<file path="config.mk">
export PLATFORM = sky130hd
export DESIGN_NAME = branch_resolve_unit
export DESIGN_NICKNAME = d
export VERILOG_FILES = /design/src/rtl/branch_resolve_unit.sv
export SDC_FILE = /design/constraint.sdc
export NUM_CORES = 1
export LEC_CHECK = 0
export BUFFER_PORTS_ARGS = -buffer_cell sky130_fd_sc_hd__clkbuf_2
export CORE_MARGIN = 2
export CORE_UTILIZATION = 42
export CTS_CLUSTER_DIAMETER = 60
export DETAILED_ROUTE_END_ITERATION = 8
export GPL_ROUTABILITY_DRIVEN = 0
export PLACE_DENSITY = 0.77
export SLEW_MARGIN = 25
export SYNTH_ARGS = -nofsm -noshare
export SYNTH_HDL_FRONTEND = slang
export SYNTH_SLANG_ARGS = --single-unit
export TNS_END_PERCENT = 5
</file>
<file path="constraint.sdc">
create_clock -name clk -period 1.76 [get_ports clk]
set_input_delay 0.088 -clock clk [delete_from_list [all_inputs] [get_ports clk]]
set_output_delay 0.088 -clock clk [all_outputs]
set_load 0.005 [all_outputs]
</file>
<file path="src/rtl/branch_resolve_unit.sv">
// branch_resolve_unit: control stage in front of fetch. Decodes the current
// instruction, keeps the ALU condition flags, resolves branches and LUT jumps,
// and runs the IDLE/RUN/DONE program state machine with halt-PC capture and
// saturating cycle and taken-transfer counters.
module branch_resolve_unit #(
  parameter int I_WIDTH   = 9,
  parameter int P_WIDTH   = 10,
  parameter int CNT_WIDTH = 16
) (
  input  logic                 clk,
  input  logic                 reset,
  input  logic                 start,
  input  logic [I_WIDTH-1:0]   instr,
  input  logic [P_WIDTH-1:0]   pc,
  input  logic                 flag_we,
  input  logic                 alu_zero,
  input  logic                 alu_neg,
  input  logic                 alu_carry,
  output logic                 branch_taken,
  output logic                 jump_taken,
  output logic [3:0]           branch_imm,
  output logic [5:0]           jump_target,
  output logic                 done,
  output logic [P_WIDTH-1:0]   halt_pc,
  output logic [2:0]           flags,
  output logic [CNT_WIDTH-1:0] cycle_count,
  output logic [CNT_WIDTH-1:0] taken_count
);

  typedef enum logic [1:0] {
    S_IDLE = 2'd0,
    S_RUN  = 2'd1,
    S_DONE = 2'd2
  } state_t;

  localparam logic [2:0] OP_BRANCH = 3'b110;
  localparam logic [2:0] OP_JUMP   = 3'b111;
  localparam logic [5:0] HALT_IDX  = 6'b111111;
  localparam logic [CNT_WIDTH-1:0] CNT_ONE = {{(CNT_WIDTH-1){1'b0}}, 1'b1};
  localparam logic [CNT_WIDTH-1:0] CNT_MAX = {CNT_WIDTH{1'b1}};

  state_t state_q, state_d;
  logic [2:0] flag_q;            // {C,N,Z}
  logic       is_branch;
  logic       is_jump_op;
  logic       is_halt;
  logic       cond_true;
  logic       in_run;
  logic       run_entry;

  // Instruction decode and branch condition against the registered flags only.
  always_comb begin
    // NOTE: combinational blocks use blocking assignments and give every
    // output a default first, so no path can leave a latch behind.
    is_branch  = 1'b0;
    is_jump_op = 1'b0;
    is_halt    = 1'b0;
    cond_true  = 1'b0;
    if (instr[8:6] == OP_BRANCH) is_branch = 1'b1;
    if (instr[8:6] == OP_JUMP) begin
      if (instr[5:0] == HALT_IDX) is_halt = 1'b1;
      else                        is_jump_op = 1'b1;
    end
    case (instr[5:4])
      2'b00:   cond_true = flag_q[0];
      2'b01:   cond_true = ~flag_q[0];
      2'b10:   cond_true = flag_q[1];
      default: cond_true = flag_q[2];
    endcase
  end

  assign in_run       = (state_q == S_RUN);
  assign branch_taken = in_run & is_branch & cond_true;
  assign jump_taken   = in_run & is_jump_op;
  assign branch_imm   = instr[3:0];
  assign jump_target  = instr[5:0];
  assign done         = (state_q == S_DONE);
  assign flags        = flag_q;
  assign run_entry    = (state_q == S_IDLE) && (state_d == S_RUN);

  // Next-state logic; a raised start always wins over a HALT in the same cycle.
  always_comb begin
    state_d = state_q;
    case (state_q)
      S_IDLE: if (!start) state_d = S_RUN;
      S_RUN: begin
        if (start)        state_d = S_IDLE;
        else if (is_halt) state_d = S_DONE;
      end
      S_DONE: if (start) state_d = S_IDLE;
      default: state_d = S_IDLE;
    endcase
  end

  // State register, condition flags and halt-PC capture.
  always_ff @(posedge clk) begin
    // NOTE: reset here is synchronous; it is sampled only on the clock edge,
    // and sequential state is always written with non-blocking assignments.
    if (reset) begin
      state_q <= S_IDLE;
      flag_q  <= 3'b000;
      halt_pc <= '0;
    end else begin
      state_q <= state_d;
      if (flag_we) flag_q <= {alu_carry, alu_neg, alu_zero};
      if (in_run && state_d == S_DONE) halt_pc <= pc;
    end
  end

  // Performance counters: cleared on entry to RUN, saturating, held otherwise.
  always_ff @(posedge clk) begin
    if (reset || run_entry) begin
      cycle_count <= '0;
      taken_count <= '0;
    end else if (in_run) begin
      if (cycle_count != CNT_MAX) cycle_count <= cycle_count + CNT_ONE;
      if ((branch_taken | jump_taken) && taken_count != CNT_MAX)
        taken_count <= taken_count + CNT_ONE;
    end
  end

endmodule

</file>
==> flow_summary.toml <==
[route]
num_vias = 2387
avgViaCountPerCell = 5.19
first_iter_violations = 84
wl_per_cell_um = 12.7
wl_mm = 5.86
drc = 0
route.antenna.remaining_nets = 0
dr.pass1.iters = 4

[pwr]
swShare_pct = 23.6
p_switching_uw = 452
clock_power_share_pct = 34.6
share_seq_of_total_power_pct = 56.1
intPower_mw = 1.47
p_per_area_nw_per_um2 = 582
total_power_mw = 1.92
power_frac_comb_pct = 9.3
ir_drop_uv = 440
p_leak_nw = 1.45

[floorplanning]
io_pins = 84
dieWidth_um = 78.8
die_area_sq_um = 6210
rows = 27
start_util_pct = 43.2
die_h_um = 78.8
core_sq_um = 5440

[worst_setup_path]
critPathMaxFanout = 4
reg2reg_depth = 7
critPathMaxStageDelay_ns = 0.46
slowest_stage = "or4_1"
crit_path_end_kind = "flop"
critical_path_class = "reg -> reg"
regToRegStartpoint = "taken_count[0]"
rrSetupSlack_ns = -0.02
r2r_end = "taken_count[8]"
critPathArrivalTime_ns = 2.03
crit_chain = "ha_4 > nand4_1 > nor4_4 > buf_4 > or3_4 > or4_1 > nand2_1"
worst_setup_path_start_kind = "flop"
required_ns = 2.01

[status]
status = "finished with violations"
violations = "setup timing"

[synthesis]
yosysSeqAreaShare_pct = 40.0
synth_nets = 293
syn_avg_cell_area_sq_um = 8.87
synthAdderAreaFrac_pct = 1.06
synth_top_family_by_area = "simple AND/OR/NAND/NOR gates"
synth-simple-area-share_pct = 27.9
synth-edff-count = 0
yosys-top-cells-count = "dfxtp_1, nor2_1, mux2i_1, nand2_1, xnor2_1"
synth.area.top_cells = "dfxtp_1, mux2i_1, nor2_1"
synth.most_common_cell = "dfxtp_1"
synthMuxAreaShare_pct = 7.24
postSynthCellCount = 265
synth_largest_area_cell = "dfxtp_1"
synth_top_cell_area_share_pct = 40.0
synth_flop_cell = "dfxtp_1"
yosysUniqueCellTypes = 45
synth-compound-area-share_pct = 10.6
syn-cell-area_sq_um = 2350
yosysWarnings = 0
synthArstFlopShare_pct = 0
synth-xor-area-share_pct = 7.08
ys_ff_latch = 47

[hold_path]
min_from = "alu_neg"
hold_path_end = "flags[1]"
worstHoldPathType = "in -> reg"
hold_path_depth = 3

[finish]
final_area_sq_um = 3290
layout-drive-gt1-share_pct = 42.3
diodes = 0
fillers = 477
fin_nets = 416
final_util_pct = 60.5
areaGrowthSynthToFinish_pct = 40.0

[timing]
whs_ns = 0.0277
drv_slew = 0
hold_viol = 0
layout_min_cycle_time_ns = 1.78
setup_viol = 1
fin_worst_skew_ns = 0.00716
worstMarginPinSlew_ns = 0.415
rsz0062_at_grt = "yes"
period_share_pct = 101
finalWorstSetupSlack_ns = -0.0213
fmax_mhz = 561
slew_headroom_pct = 72.3

[clocking]
clk_latency_ns = 0.30
clk_path_buf_depth = 2
tritoncts = "yes"
cts_buffers = 5
numClockSinks = 47
htree_levels = 2
clk_pin_slew_ns = 0.08
cts_root_buffer = "clkbuf_8"

[job]
cap_viol_max_count = 0

[global_routing]
grt_pass1_wl_mm = 9.80
grt_use_total_pct = 19.1
antenna_found_initial = 0
grt_start_max_net_pins = 33
gr-total-overflow = 0
grt_pass1_vias = 2267

[placed_design]
hpwl_mm = 4.51
dpl-instance-area_sq_um = 3110
io_buffers = 83
what timing repair did:
item                                    in CTS  in global routing
pin swaps                                    3                  5
resized for setup                            3                 12
hold buffers                                 0                  1
setup buffers                                4                  1
endpoints found under the hold margin        0                  1
cloned                                       0                  0
endpoints found under the setup margin       5                 17
worst max-delay path by stage:
| stage | start | endpoint | slack (ns) |
|---|---|---|---|
| floorplan | flags[0] | taken_count[8] | -0.04 |
| global placement | taken_count[0] | taken_count[8] | -0.04 |
| detailed placement | taken_count[0] | taken_count[8] | -0.06 |
| CTS | taken_count[0] | taken_count[8] | -0.01 |
| global route | taken_count[1] | taken_count[8] | -0.13 |
| finish | taken_count[0] | taken_count[8] | -0.02 |
power by group through the flow:
| stage | clock [mW] | combinational (mW) | sequential [mW] |
|---|---|---|---|
| 2_1_floorplan | 0 | 0.0965 | 1.10 |
| 6_report | 0.663 | 0.178 | 1.08 |
| 3_3_place_gp | 0 | 0.165 | 1.10 |
| 4_1_cts | 0.686 | 0.177 | 1.08 |
| 3_5_place_dp | 0 | 0.169 | 1.10 |
| 5_1_grt | 0.725 | 0.196 | 1.08 |
placed cells by master (no fill, tap or decap), drive strengths merged, types with 2 or more instances in the layout:
cell type / count
nor2b: 2
xnor2: 16
a21oi: 6
xor2: 3
a31o: 4
a211oi: 5
and3: 3
nand3: 12
nor4: 9
nor3: 8
clkbuf: 89
o21ai: 2
and4: 3
a31oi: 6
or4: 2
nor2: 46
mux2i: 17
nand4: 12
or2: 2
or3: 3
buf: 50
dfxtp: 47
inv: 5
o211ai: 2
ha: 2
nand2: 17
a41o: 4
logic make-up (layout without fill, tap and decap cells):
group                    Yosys count  in the layout
XOR/XNOR                          19             19
multiplexers                      17             17
buffers and inverters             23            146
adder cells (fa/ha/maj)            2              2
AO/OA/AOI/OAI                     33             33
AND/OR/NAND/NOR                  124            124
flip-flops                        47             47
metrics by stage:
step                cells  worst slack (ns)  setup TNS (ns)
global placement      448           -0.0358         -0.0358
finish                460           -0.0213         -0.0213
global route          460            -0.135          -0.536
detailed placement    448           -0.0601          -0.123
floorplan             265           -0.0435         -0.0581
CTS                   459          -0.00998        -0.00998
layout make-up:
type,count,area [sq um],area share (%)
sequential,47,947,28.8
multi-input combinational,195,1330,40.3
clock buffer,6,82.6,2.51
tap,72,90.1,2.74
clock inverter,1,5.00,0.152
timing repair buffer,134,821,24.9
inverter,5,18.8,0.570
layer usage:
metal  global-route usage (%)  wire length (um)  part of all wire (%)  vias to the layer above
li1                         -                 -                     -                     1192
met1                     23.3              2530                    43                     1113
met2                     32.9              2840                    49                       70
met3                     4.43               345                   5.9                       12
met4                     6.90               131                   2.2                        0
met5                        0                 0                     0                        -
flip-flops by register name (all words and copies together) (netlist names):
register     flops
halt_pc         10
taken_count     16
cycle_count     16
state_q          2
flags            3
worst max-delay path, delay by kind of cell, from the launching register on:
kind / cells / cell delay (ns)
buffers and inverters: 1 / 0.14
and+or+nand+nor: 5 / 1.08
adders and majority gates: 1 / 0.15
DFF: 1 / 0.34
(Power assumes the default switching activity.)
